[config.mk]
export PLATFORM = sky130hd
export DESIGN_NAME = branch_ctrl_flat
export DESIGN_NICKNAME = d
export VERILOG_FILES = /design/src/rtl/branch_ctrl_if.sv /design/src/rtl/branch_ctrl.sv /design/src/flat_wrapper.sv
export SDC_FILE = /design/constraint.sdc
export NUM_CORES = 1
export LEC_CHECK = 0
export ABC_AREA = 1
export ABC_CLOCK_PERIOD_IN_PS = 4400
export CAP_MARGIN = 15
export CORE_MARGIN = 3
export CORE_UTILIZATION = 40
export DETAILED_ROUTE_END_ITERATION = 12
export PLACE_DENSITY = 0.89
export SYNTH_ARGS = -nofsm -noshare
export SYNTH_HDL_FRONTEND = slang
export SYNTH_SLANG_ARGS = --single-unit
export TNS_END_PERCENT = 10
[constraint.sdc]
create_clock -name clk -period 4.4 [get_ports clk]
set_input_delay 0.88 -clock clk [delete_from_list [all_inputs] [get_ports clk]]
set_output_delay 0.88 -clock clk [all_outputs]
set_load 0.05 [all_outputs]
[src/rtl/branch_ctrl_if.sv]
// Bundles the branch_ctrl operand/branch request inputs, redirect/stall outputs and perf counters.
// The pipeline side uses the master modport and branch_ctrl uses the slave modport.
interface branch_ctrl_if;
   logic        br_valid;
   logic [3:0]  br_op;
   logic [31:0] rs_data;
   logic [31:0] rt_data;
   logic        rs_ready;
   logic        rt_ready;
   logic [31:0] pc_id;
   logic [15:0] imm16;
   logic        id_hold;
   logic        br_stall;
   logic        redirect_valid;
   logic [31:0] redirect_pc;
   logic        slot_kill;
   logic        slot_err;
   logic [31:0] br_cnt;
   logic [31:0] taken_cnt;
   logic [31:0] stall_cnt;

   modport master (
      output br_valid, br_op, rs_data, rt_data, rs_ready, rt_ready, pc_id, imm16, id_hold,
      input  br_stall, redirect_valid, redirect_pc, slot_kill, slot_err,
             br_cnt, taken_cnt, stall_cnt
   );

   modport slave (
      input  br_valid, br_op, rs_data, rt_data, rs_ready, rt_ready, pc_id, imm16, id_hold,
      output br_stall, redirect_valid, redirect_pc, slot_kill, slot_err,
             br_cnt, taken_cnt, stall_cnt
   );
endinterface

[src/rtl/branch_ctrl.sv]
// ID-stage branch resolution: operand wait, condition evaluation, PC redirect and delay-slot tracking.
// Define BRANCH_CTRL_PERF_EN to build the br/taken/stall performance counters; otherwise they read 0.
module branch_ctrl (
   input logic          clk,
   input logic          reset,
   branch_ctrl_if.slave bus
);
   typedef enum logic [1:0] {IDLE, WAIT, SLOT} stateT;

   stateT       state;
   logic        killPend;
   logic        slotFirst;
   logic [2:0]  cond;
   logic        likely;
   logic        needsRt;
   logic        reserved;
   logic        ready;
   logic        taken;
   logic        rsNeg;
   logic        rsZero;
   logic        deciding;
   logic        stallNow;
   logic        decideNow;
   logic        consume;
   logic [31:0] targetPc;

   // Ops 6/7 count as ready so they never stall; they resolve as not-taken decisions.
   always_comb begin
      cond      = bus.br_op[2:0];
      likely    = bus.br_op[3];
      needsRt   = (cond == 3'd0) || (cond == 3'd1);
      reserved  = cond[2] & cond[1];
      ready     = reserved || (bus.rs_ready && (bus.rt_ready || !needsRt));
      rsNeg     = bus.rs_data[31];
      rsZero    = (bus.rs_data == 32'h0);
      taken     = 1'b0;
      case (cond)
         3'd0:    taken = (bus.rs_data == bus.rt_data);
         3'd1:    taken = (bus.rs_data != bus.rt_data);
         3'd2:    taken = rsNeg || rsZero;
         3'd3:    taken = !rsNeg && !rsZero;
         3'd4:    taken = rsNeg;
         3'd5:    taken = !rsNeg;
         default: taken = 1'b0;
      endcase
      deciding  = (state != SLOT) && bus.br_valid;
      stallNow  = deciding && !ready;
      decideNow = deciding && ready;
      consume   = decideNow && !bus.id_hold;
      targetPc  = bus.pc_id + 32'd4 + {{14{bus.imm16[15]}}, bus.imm16, 2'b00};
   end

   always_ff @(posedge clk) begin
      if (!reset) begin
         state     <= IDLE;
         killPend  <= 1'b0;
         slotFirst <= 1'b0;
      end else begin
         case (state)
            IDLE, WAIT: begin
               if (!bus.br_valid) begin
                  state <= IDLE;
               end else if (!ready) begin
                  state <= WAIT;
               end else if (!bus.id_hold) begin
                  state     <= SLOT;
                  killPend  <= likely && !taken;
                  slotFirst <= 1'b1;
               end
            end
            SLOT: begin
               slotFirst <= 1'b0;
               if (!bus.id_hold) begin
                  state    <= IDLE;
                  killPend <= 1'b0;
               end
            end
            default: begin
               state    <= IDLE;
               killPend <= 1'b0;
            end
         endcase
      end
   end

   // Every output is masked while reset is held low, independent of the inputs.
   assign bus.br_stall       = reset && stallNow;
   assign bus.redirect_valid = reset && decideNow && taken;
   assign bus.redirect_pc    = reset ? targetPc : 32'h0;
   assign bus.slot_kill      = reset && (state == SLOT) && killPend;
   assign bus.slot_err       = reset && (state == SLOT) && slotFirst && bus.br_valid;

`ifdef BRANCH_CTRL_PERF_EN
   logic [31:0] brCnt;
   logic [31:0] takenCnt;
   logic [31:0] stallCnt;

   always_ff @(posedge clk) begin
      if (!reset) begin
         brCnt    <= 32'h0;
         takenCnt <= 32'h0;
         stallCnt <= 32'h0;
      end else begin
         if (consume) begin
            brCnt <= brCnt + 32'd1;
         end
         if (consume && taken) begin
            takenCnt <= takenCnt + 32'd1;
         end
         if (stallNow) begin
            stallCnt <= stallCnt + 32'd1;
         end
      end
   end

   assign bus.br_cnt    = reset ? brCnt    : 32'h0;
   assign bus.taken_cnt = reset ? takenCnt : 32'h0;
   assign bus.stall_cnt = reset ? stallCnt : 32'h0;
`else
   assign bus.br_cnt    = 32'h0;
   assign bus.taken_cnt = 32'h0;
   assign bus.stall_cnt = 32'h0;
`endif
endmodule

[src/flat_wrapper.sv]
// flat-port wrapper written by rule: the top's interface ports become plain ports
module branch_ctrl_flat 
  (clk, reset, bus_br_valid, bus_br_op, bus_rs_data, bus_rt_data, bus_rs_ready, bus_rt_ready, bus_pc_id, bus_imm16, bus_id_hold, bus_br_stall, bus_redirect_valid, bus_redirect_pc, bus_slot_kill, bus_slot_err, bus_br_cnt, bus_taken_cnt, bus_stall_cnt);
  branch_ctrl_if bus_i ();
  input logic clk;
  input logic reset;
  input wire logic [$bits(bus_i.br_valid)-1:0] bus_br_valid;
  input wire logic [$bits(bus_i.br_op)-1:0] bus_br_op;
  input wire logic [$bits(bus_i.rs_data)-1:0] bus_rs_data;
  input wire logic [$bits(bus_i.rt_data)-1:0] bus_rt_data;
  input wire logic [$bits(bus_i.rs_ready)-1:0] bus_rs_ready;
  input wire logic [$bits(bus_i.rt_ready)-1:0] bus_rt_ready;
  input wire logic [$bits(bus_i.pc_id)-1:0] bus_pc_id;
  input wire logic [$bits(bus_i.imm16)-1:0] bus_imm16;
  input wire logic [$bits(bus_i.id_hold)-1:0] bus_id_hold;
  output wire logic [$bits(bus_i.br_stall)-1:0] bus_br_stall;
  output wire logic [$bits(bus_i.redirect_valid)-1:0] bus_redirect_valid;
  output wire logic [$bits(bus_i.redirect_pc)-1:0] bus_redirect_pc;
  output wire logic [$bits(bus_i.slot_kill)-1:0] bus_slot_kill;
  output wire logic [$bits(bus_i.slot_err)-1:0] bus_slot_err;
  output wire logic [$bits(bus_i.br_cnt)-1:0] bus_br_cnt;
  output wire logic [$bits(bus_i.taken_cnt)-1:0] bus_taken_cnt;
  output wire logic [$bits(bus_i.stall_cnt)-1:0] bus_stall_cnt;
  assign bus_i.br_valid = bus_br_valid;
  assign bus_i.br_op = bus_br_op;
  assign bus_i.rs_data = bus_rs_data;
  assign bus_i.rt_data = bus_rt_data;
  assign bus_i.rs_ready = bus_rs_ready;
  assign bus_i.rt_ready = bus_rt_ready;
  assign bus_i.pc_id = bus_pc_id;
  assign bus_i.imm16 = bus_imm16;
  assign bus_i.id_hold = bus_id_hold;
  assign bus_br_stall = bus_i.br_stall;
  assign bus_redirect_valid = bus_i.redirect_valid;
  assign bus_redirect_pc = bus_i.redirect_pc;
  assign bus_slot_kill = bus_i.slot_kill;
  assign bus_slot_err = bus_i.slot_err;
  assign bus_br_cnt = bus_i.br_cnt;
  assign bus_taken_cnt = bus_i.taken_cnt;
  assign bus_stall_cnt = bus_i.stall_cnt;
  branch_ctrl u_core (.clk(clk), .reset(reset), .bus(bus_i));
endmodule
Yosys cells after proc, flatten, opt, wreduce, memory -nomap -nowiden:

Cells that the tools add are included.

* bitwise gates (word level): 1
* equal/unequal tests: 15
* mux-type cells: 16
* $add $sub $neg: 2
* reductions and logical operators: 30

Operators with widths (number)
* $add 32x3->32 const B: 1
* $add 32x32->32: 1
* $eq 32x32->1: 1
* $logic_not 32->1: 1
* $mux 32: 1
* $ne 32x32->1: 1
* $logic_and 1x1->1: 13
* $mux 2: 4
* $ne 2x2->1 const B: 4
* $reduce_and 4->1: 2
* $mux 1: 7
* $eq 3x2->1 const B: 2
* $eq 3x3->1 const B: 2
* $pmux 1 s6: 1
* $logic_not 1->1: 5
* $logic_or 1x1->1: 4
* $ne 4x4->1 const B: 1
* $pmux 1 s2: 2
* $pmux 2 s2: 1
* $eq 3x1->1 const B: 1
* $logic_not 3->1: 1
* $eq 2x1->1 const B: 1
* $eq 2x2->1 const B: 1
* $logic_not 2->1: 1
* 5 further kinds: 5

* bits of input ports: 122
* logic and storage cells: 67
* output and inout bits: 132
* register bits: 4

Depth between registers and ports, before layout:

* depth after elaboration: 10
* mapped depth: 14
* mapped depth without buffers: 14

Least setup slack after synthesis:

Ideal clock, no wire load.

* path type: input -> output
* start point: input port bus_imm16[1]
* end point: output port bus_redirect_pc[17]
* arrival: 3.191 ns
* slack: 0.329 ns
* required time: 3.520 ns
* cell stages on the path: 11
* path buffers: 0
* cells stage by stage: ha_1 > ha_1 > inv_1 > fa_1 > o21ai_4 > a21boi_4 > o21ai_4 > nand2_1 > nand2_1 > o21ai_1 > a21oi_1

* longest elaborated chain between the ends: 2

RTL lines
* from (decl): RTL line flat_wrapper.sv:14 `input wire logic [$bits(bus_i.imm16)-1:0] bus_imm16;`
* $add 32x32->32: RTL line branch_ctrl.sv:50 `targetPc = bus.pc_id + 32'd4 + {{14{bus.imm16[15]}}, bus.imm16, 2'b00};`
* $mux 32: RTL line branch_ctrl.sv:89 `assign bus.redirect_pc = reset ? targetPc : 32'h0;`
* to (decl): RTL line flat_wrapper.sv:18 `output wire logic [$bits(bus_i.redirect_pc)-1:0] bus_redirect_pc;`

No other way between the ends.

Worst setup path in the final report:

* start point: input port bus_imm16[12]
* end point: output port bus_redirect_pc[23]

Same word-level chain as after synthesis.

==> results.txt <==
----------------------------------------------------
[Status]
  Result of the run ... finished, final reports clean

[Logic synthesis]
  Post-synth ARST share ... 0
  Yosys top cell by area ... sky130_fd_sc_hd__buf_4
  Count of flip-flops with a built-in enable after synthesis ... 0
  Synthesized netlist cell count ... 617
  Number of distinct library cell variants in the gate-level netlist after synthesis ... 36
  Largest cells by area after synthesis ... sky130_fd_sc_hd__buf_4, sky130_fd_sc_hd__ha_1, sky130_fd_sc_hd__nand2_1, sky130_fd_sc_hd__nor2_1, sky130_fd_sc_hd__xnor2_1
  Dominant combinational cell family by area after synthesis ... simple AND/OR/NAND/NOR gates
  Share of the synthesized area in the top cell type ... 0.190
  Most used DFF post-synth ... sky130_fd_sc_hd__dfxtp_1
  Number of register bits inferred by synthesis ... 4
  Multiplexer share of the synthesized area ... 0
  Synth Area in Compound Gates ... 0.162
  Synthesized area ... 0.00380 sq mm
  Average instance area after synthesis ... 6.15 sq um
  Xor/xnor cell area share of the yosys netlist ... 0.0877
  Adder-cell share of the synthesized area ... 0.193
  Register area share after synthesis ... 0.0211
  Total of warnings raised by yosys ... 0
  Area fraction in and, or, nand and nor cells after synthesis ... 0.287

[Clocking]
  Clock transition at the registers of the reported paths ... 30 ps
  Sink Count ... 4
  TritonCTS clock tree ... yes
  H-tree Lvls ... 1
  Clock insertion delay at the later pin of the skew report ... 210 ps
  CTS root buf ... sky130_fd_sc_hd__clkbuf_8
  Post-CTS setup buffer count ... 0
  Max clock buf depth ... 2
  Number of CTS-inserted buffers ... 3

[Pwr]
  Leakage power of the design ... 2.66 nW
  Power, Total ... 1.22 mW
  Pwr per Cell Area ... 220 mW/mm^2
  Max IR drop VDD ... 0.137 mV

[Place]
  Final HPWL from detailed placement ... 10900 microns
  Gp weighted congestion ... 0.960
  # port buffers ... 157

[Routing]
  Detailed Route WL ... 12300 microns
  Routed wire per std cell ... 13.6 microns
  Post-DRT Antenna Nets ... 0
  Residual DRC ... 0
  First DRT Iteration DRCs ... 258
  Via count ... 4256
  Number of iterations in the first detailed-routing pass ... 5
  Vias per cell ... 4.69

[Hold path]
  Type of the most critical hold path ... flip-flop to flip-flop

[Setup path]
  Endpoint arrival time on the critical path ... 3400 ps
  Worst Path Class, Setup ... input pin to primary output
  Max FO, Critical Path ... 7
  Setup crit start kind ... input pin
  Kind of capture point of the worst setup path ... primary output
  Data required time of the critical path ... 3520 ps

[Floorplanning]
  Die span in y ... 103 microns
  X dimension of the die ... 103 microns
  Starting Density ... 0.423
  Floorplan row count ... 34
  Boundary Pins ... 254
  Core area ... 0.00898 sq mm
  Floorplan die area ... 0.0107 sq mm

[STA]
  Pins Over Slew Limit ... 0
  Final critical-path required period ... 4280 ps
  Worst max-slew margin expressed relative to the limit ... 0.616
  Actual transition at the worst max-transition pin ... 576 ps
  Clock Skews ... 2.45 ps
  Fraction of the cycle the final worst path needs ... 0.974
  Number of endpoints with negative hold slack in the final report ... 0
  RSZ-0062 raised after global routing ... no
  Total setup violations reported at the end of the flow ... 0
  Upper clock frequency limit ... 233 MHz

[Job]
  Max-Cap Viols ... 0

[GRT]
  Largest net degree at the start of global routing ... 18
  Overall global routing resource usage ... 0.212
  Via count of the first global-routing pass ... 3982
  Initial antenna violation count ... 0
  Sum of overflow across all layers after global routing ... 0
  Wire length of the first global-routing pass ... 18500 microns

[Finish]
  Number of inserted diodes ... 0
  Number of nets in the layout ... 964
  Layout Utilization ... 0.616
  Fraction of final layout cells sized beyond drive strength 1 ... 0.0959
  Area added between synthesis and finish ... 45.7%
  Number of fill cells in the layout ... 802

----------------------------------------------------
## report_power, final
group | internal (mW) | leakage (nW) | switching (mW)
Clock | 0.0583 | 0.0216 | 0.0185
Sequential | 0.0383 | 0.0326 | 0.000747
Combinational | 0.411 | 2.60 | 0.688
Total | 0.508 | 2.66 | 0.707
## critical path, stage by stage
cell and delay [ps]:
sky130_fd_sc_hd__clkdlybuf4s50_1 410, sky130_fd_sc_hd__ha_1 300, sky130_fd_sc_hd__ha_1 410, sky130_fd_sc_hd__a21oi_2 200
sky130_fd_sc_hd__inv_1 70, sky130_fd_sc_hd__a31oi_2 220, sky130_fd_sc_hd__nand3_2 190, sky130_fd_sc_hd__a21o_1 220
sky130_fd_sc_hd__xnor2_1 140, sky130_fd_sc_hd__nor2_1 190, sky130_fd_sc_hd__buf_12 170
## registers in the layout (all words and copies together), names as in the netlist
register,count
u_core.state,2
u_core.killPend,1
u_core.slotFirst,1
## repair_timing
item / CTS / global route
setup endpoints to repair: 3 / 10
gates resized for setup: 2 / 9
pin swaps: 0 / 2
hold buffers: 0 / 0
## cells by family after synthesis
kind of cell	Yosys count
simple gates	262
buf+inv	154
compound gates	100
fa+ha+maj	58
xor+xnor	38
flops	4
other cells	1
## Yosys cell counts, types with 2 or more instances
cell type	number
sky130_fd_sc_hd__a21boi_4	2
sky130_fd_sc_hd__a21o_1	4
sky130_fd_sc_hd__a21oi_1	45
sky130_fd_sc_hd__a21oi_2	2
sky130_fd_sc_hd__a31oi_1	3
sky130_fd_sc_hd__buf_4	96
sky130_fd_sc_hd__clkbuf_1	2
sky130_fd_sc_hd__dfxtp_1	4
sky130_fd_sc_hd__ha_1	57
sky130_fd_sc_hd__inv_1	54
sky130_fd_sc_hd__nand2_1	124
sky130_fd_sc_hd__nand2_2	2
sky130_fd_sc_hd__nand3_1	20
sky130_fd_sc_hd__nand3_2	3
sky130_fd_sc_hd__nand4_1	6
sky130_fd_sc_hd__nor2_1	90
sky130_fd_sc_hd__nor2_2	5
sky130_fd_sc_hd__nor3_1	9
sky130_fd_sc_hd__nor3_2	2
sky130_fd_sc_hd__o211ai_2	2
sky130_fd_sc_hd__o21a_1	2
sky130_fd_sc_hd__o21ai_0	26
sky130_fd_sc_hd__o21ai_1	4
sky130_fd_sc_hd__o21ai_2	3
sky130_fd_sc_hd__o21ai_4	2
sky130_fd_sc_hd__o21bai_1	2
sky130_fd_sc_hd__xnor2_1	32
sky130_fd_sc_hd__xor2_1	6
## cell usage in the layout, fill, tap and decap left out, drive strengths merged
master,synthesis,layout
xor2,6,6
nand3,23,23
inv,55,55
a21o,4,4
o221ai,1,1
conb,1,96
nor3,11,11
nor2,96,96
a31oi,3,3
nand2,126,126
clkbuf,2,3
a21oi,47,47
xnor2,32,32
o211ai,3,3
ha,57,57
o21bai,2,2
nand4,6,6
clkdlybuf4s50,0,126
o21a,2,2
dfxtp,4,4
buf,97,39
fa,1,1
o21ai,35,35
a21boi,3,3
dlygate4sd2,0,1
## cell type report
class	count	area (sq um)	area share
Multi-Input combinational cell	554	3170	0.573
Timing Repair Buffer	166	1880	0.339
Inverter	55	206	0.0373
Tap cell	126	158	0.0285
Sequential cell	4	80.1	0.0145
Clock buffer	3	41.3	0.00747
## per-stage QoR
stage | cell area, sq um | std cells | hold slack, ps | setup TNS (ps) | setup slack, ps
floorplan | 4150 | 712 | 445 | 0 | 329
global placement | 5460 | 905 | 455 | 0 | 39.3
detailed placement | 5460 | 905 | 471 | -3.94 | -3.94
CTS | 5500 | 908 | 477 | 0 | 39.0
global route | 5530 | 908 | 506 | 0 | 9.30
finish | 5530 | 908 | 481 | 0 | 116
## routing by layer
metal  vias up  share of wire  wire length, microns  track usage
li1       2162              -                     -            -
met1      1861           0.42                  5120        0.277
met2       219           0.48                  5880        0.374
met3        14          0.090                  1100       0.0248
met4         0          0.017                   210       0.0478
met5         -              0                     0            0
## path summary, 6_finish.rpt
kind,from,end,slack [ps],cells after the start
max reg2reg,u_core.state[1],u_core.killPend,3270,6
min,u_core.slotFirst,u_core.slotFirst,480,2
min reg2reg,u_core.slotFirst,u_core.slotFirst,480,2
max,bus_imm16[12],bus_redirect_pc[23],120,11
No activity file was read; power rests on OpenSTA's default activity.
==> variant: new RTL, same settings <==
Register the output `bus.redirect_pc`; this adds one clock of latency there.
--- a/src/rtl/branch_ctrl.sv
+++ b/src/rtl/branch_ctrl.sv
@@ -88,3 +88,5 @@
    assign bus.redirect_valid = reset && decideNow && taken;
-   assign bus.redirect_pc    = reset ? targetPc : 32'h0;
+   always_ff @(posedge clk) begin
+      bus.redirect_pc <= reset ? targetPc : 32'h0;
+   end
    assign bus.slot_kill      = reset && (state == SLOT) && killPend;
Formal check against the unedited RTL: not equivalent (a bounded check fails within 4 cycles, from zero or initial values and one cycle with reset low).
==> variant against the original RTL <==
Routed wire length is 3.5% higher. Register-to-register slack gained 0.13 ns. First-iteration DRC count is 8.5% lower. Critical path depth unchanged. Total power up 30%. Worst hold slack worse by 0.010 ns. Area after synthesis grew 18%. Sequential cell count up 32. Final cell count up 9.1%. Design area rose by 7.5%. Worst setup slack better by 0.80 ns.
==> variant: results <==
set metrics [dict create \
    outcome "completed" \
    hold_ws_ns 0.471 \
    htree_levels 2 \
    grt_pass1_wl_um 19800 \
    gp_congestion 0.936 \
    skew_ns 0.000347 \
    avgRoutedWirePerCell_um 12.9 \
    yosys-top-cells-area "dfxtp_1 (16%), buf_4 (16%), ha_1 (16%), nand2_1 (13%), nor2_1 (8.1%)" \
    wl_met2_um 5860 \
    wl_met3_um 957 \
    wl_met1_um 5640 \
    crit_arrival_ns 2.61 \
    placed_area_um2 5850 \
    ys_seq_area_share_pct 16.1 \
    path_clk_slew_ns 0.08 \
    leakagePower_nw 2.89 \
    initialDrtViolationCount 236 \
    final_nets 1030 \
    rrSetupSlack_ns 3.40 \
    crit_start "bus_rs_data[15]" \
    post-route-min-period_ns 3.49 \
    crit_fanout 2 \
    dp_slack_ns 0.850 \
    max_slew_margin_pct 55.1 \
    cts_resized 0 \
    ys_top_cells_by_count "nand2_1 (157), nor2_1 (97), buf_4 (96)" \
    vias_per_cell 4.62 \
]
-- variant: cell count changes after synthesis, sizes merged, moves of 4 or more --
| cell | unedited run | this run |
|---|---|---|
| xor2 | 6 | 2 |
| dfxtp | 4 | 36 |
| nand2 | 126 | 163 |
| o21bai | 2 | 7 |
| xnor2 | 32 | 27 |
| inv | 55 | 61 |
| o21ai | 35 | 25 |
| a21oi | 47 | 52 |
-- variant: logic make-up after synthesis --
| group | share of synthesized area (%) |
|---|---|
| simple gates | 28.3 |
| buf+inv | 21.6 |
| compound gates | 11.8 |
| fa+ha+maj | 16.4 |
| flops | 16.1 |
| xor+xnor | 5.67 |
| other cells | 0.0837 |
-- variant: worst max-delay path, cell delays in order --
cell and delay (ns):
clkdlybuf4s50_1 0.47, xnor2_1 0.22, nand2_1 0.07, nor2_1 0.11
nand2_1 0.06, nor2_1 0.20, nand3_1 0.12, nand2_1 0.08
inv_1 0.04, a21oi_1 0.13, buf_4 0.22
-- variant: cell type report --
cell class | count | area, um^2
clock buffer | 8 | 90.1
fill | 1040 | 4940
inverter | 61 | 229
multi-input combinational | 588 | 3150
sequential | 36 | 721
tap | 140 | 175
timing repair buffer | 158 | 1580
-- variant: power by group --
group / switching [mW] / internal [mW] / total (mW)
clock: 0.118 / 0.128 / 0.246
sequential: 0.0122 / 0.369 / 0.381
combinational: 0.642 / 0.314 / 0.956
total: 0.773 / 0.811 / 1.58
-- variant: path summary, 6_finish.rpt --
check | endpoint | depth (start not counted)
min | u_core.slotFirst$_SDFFE_PN0P_ | 2
max | bus_redirect_valid | 11
min reg2reg | u_core.slotFirst$_SDFFE_PN0P_ | 2
max reg2reg | u_core.killPend$_SDFFE_PN0P_ | 8
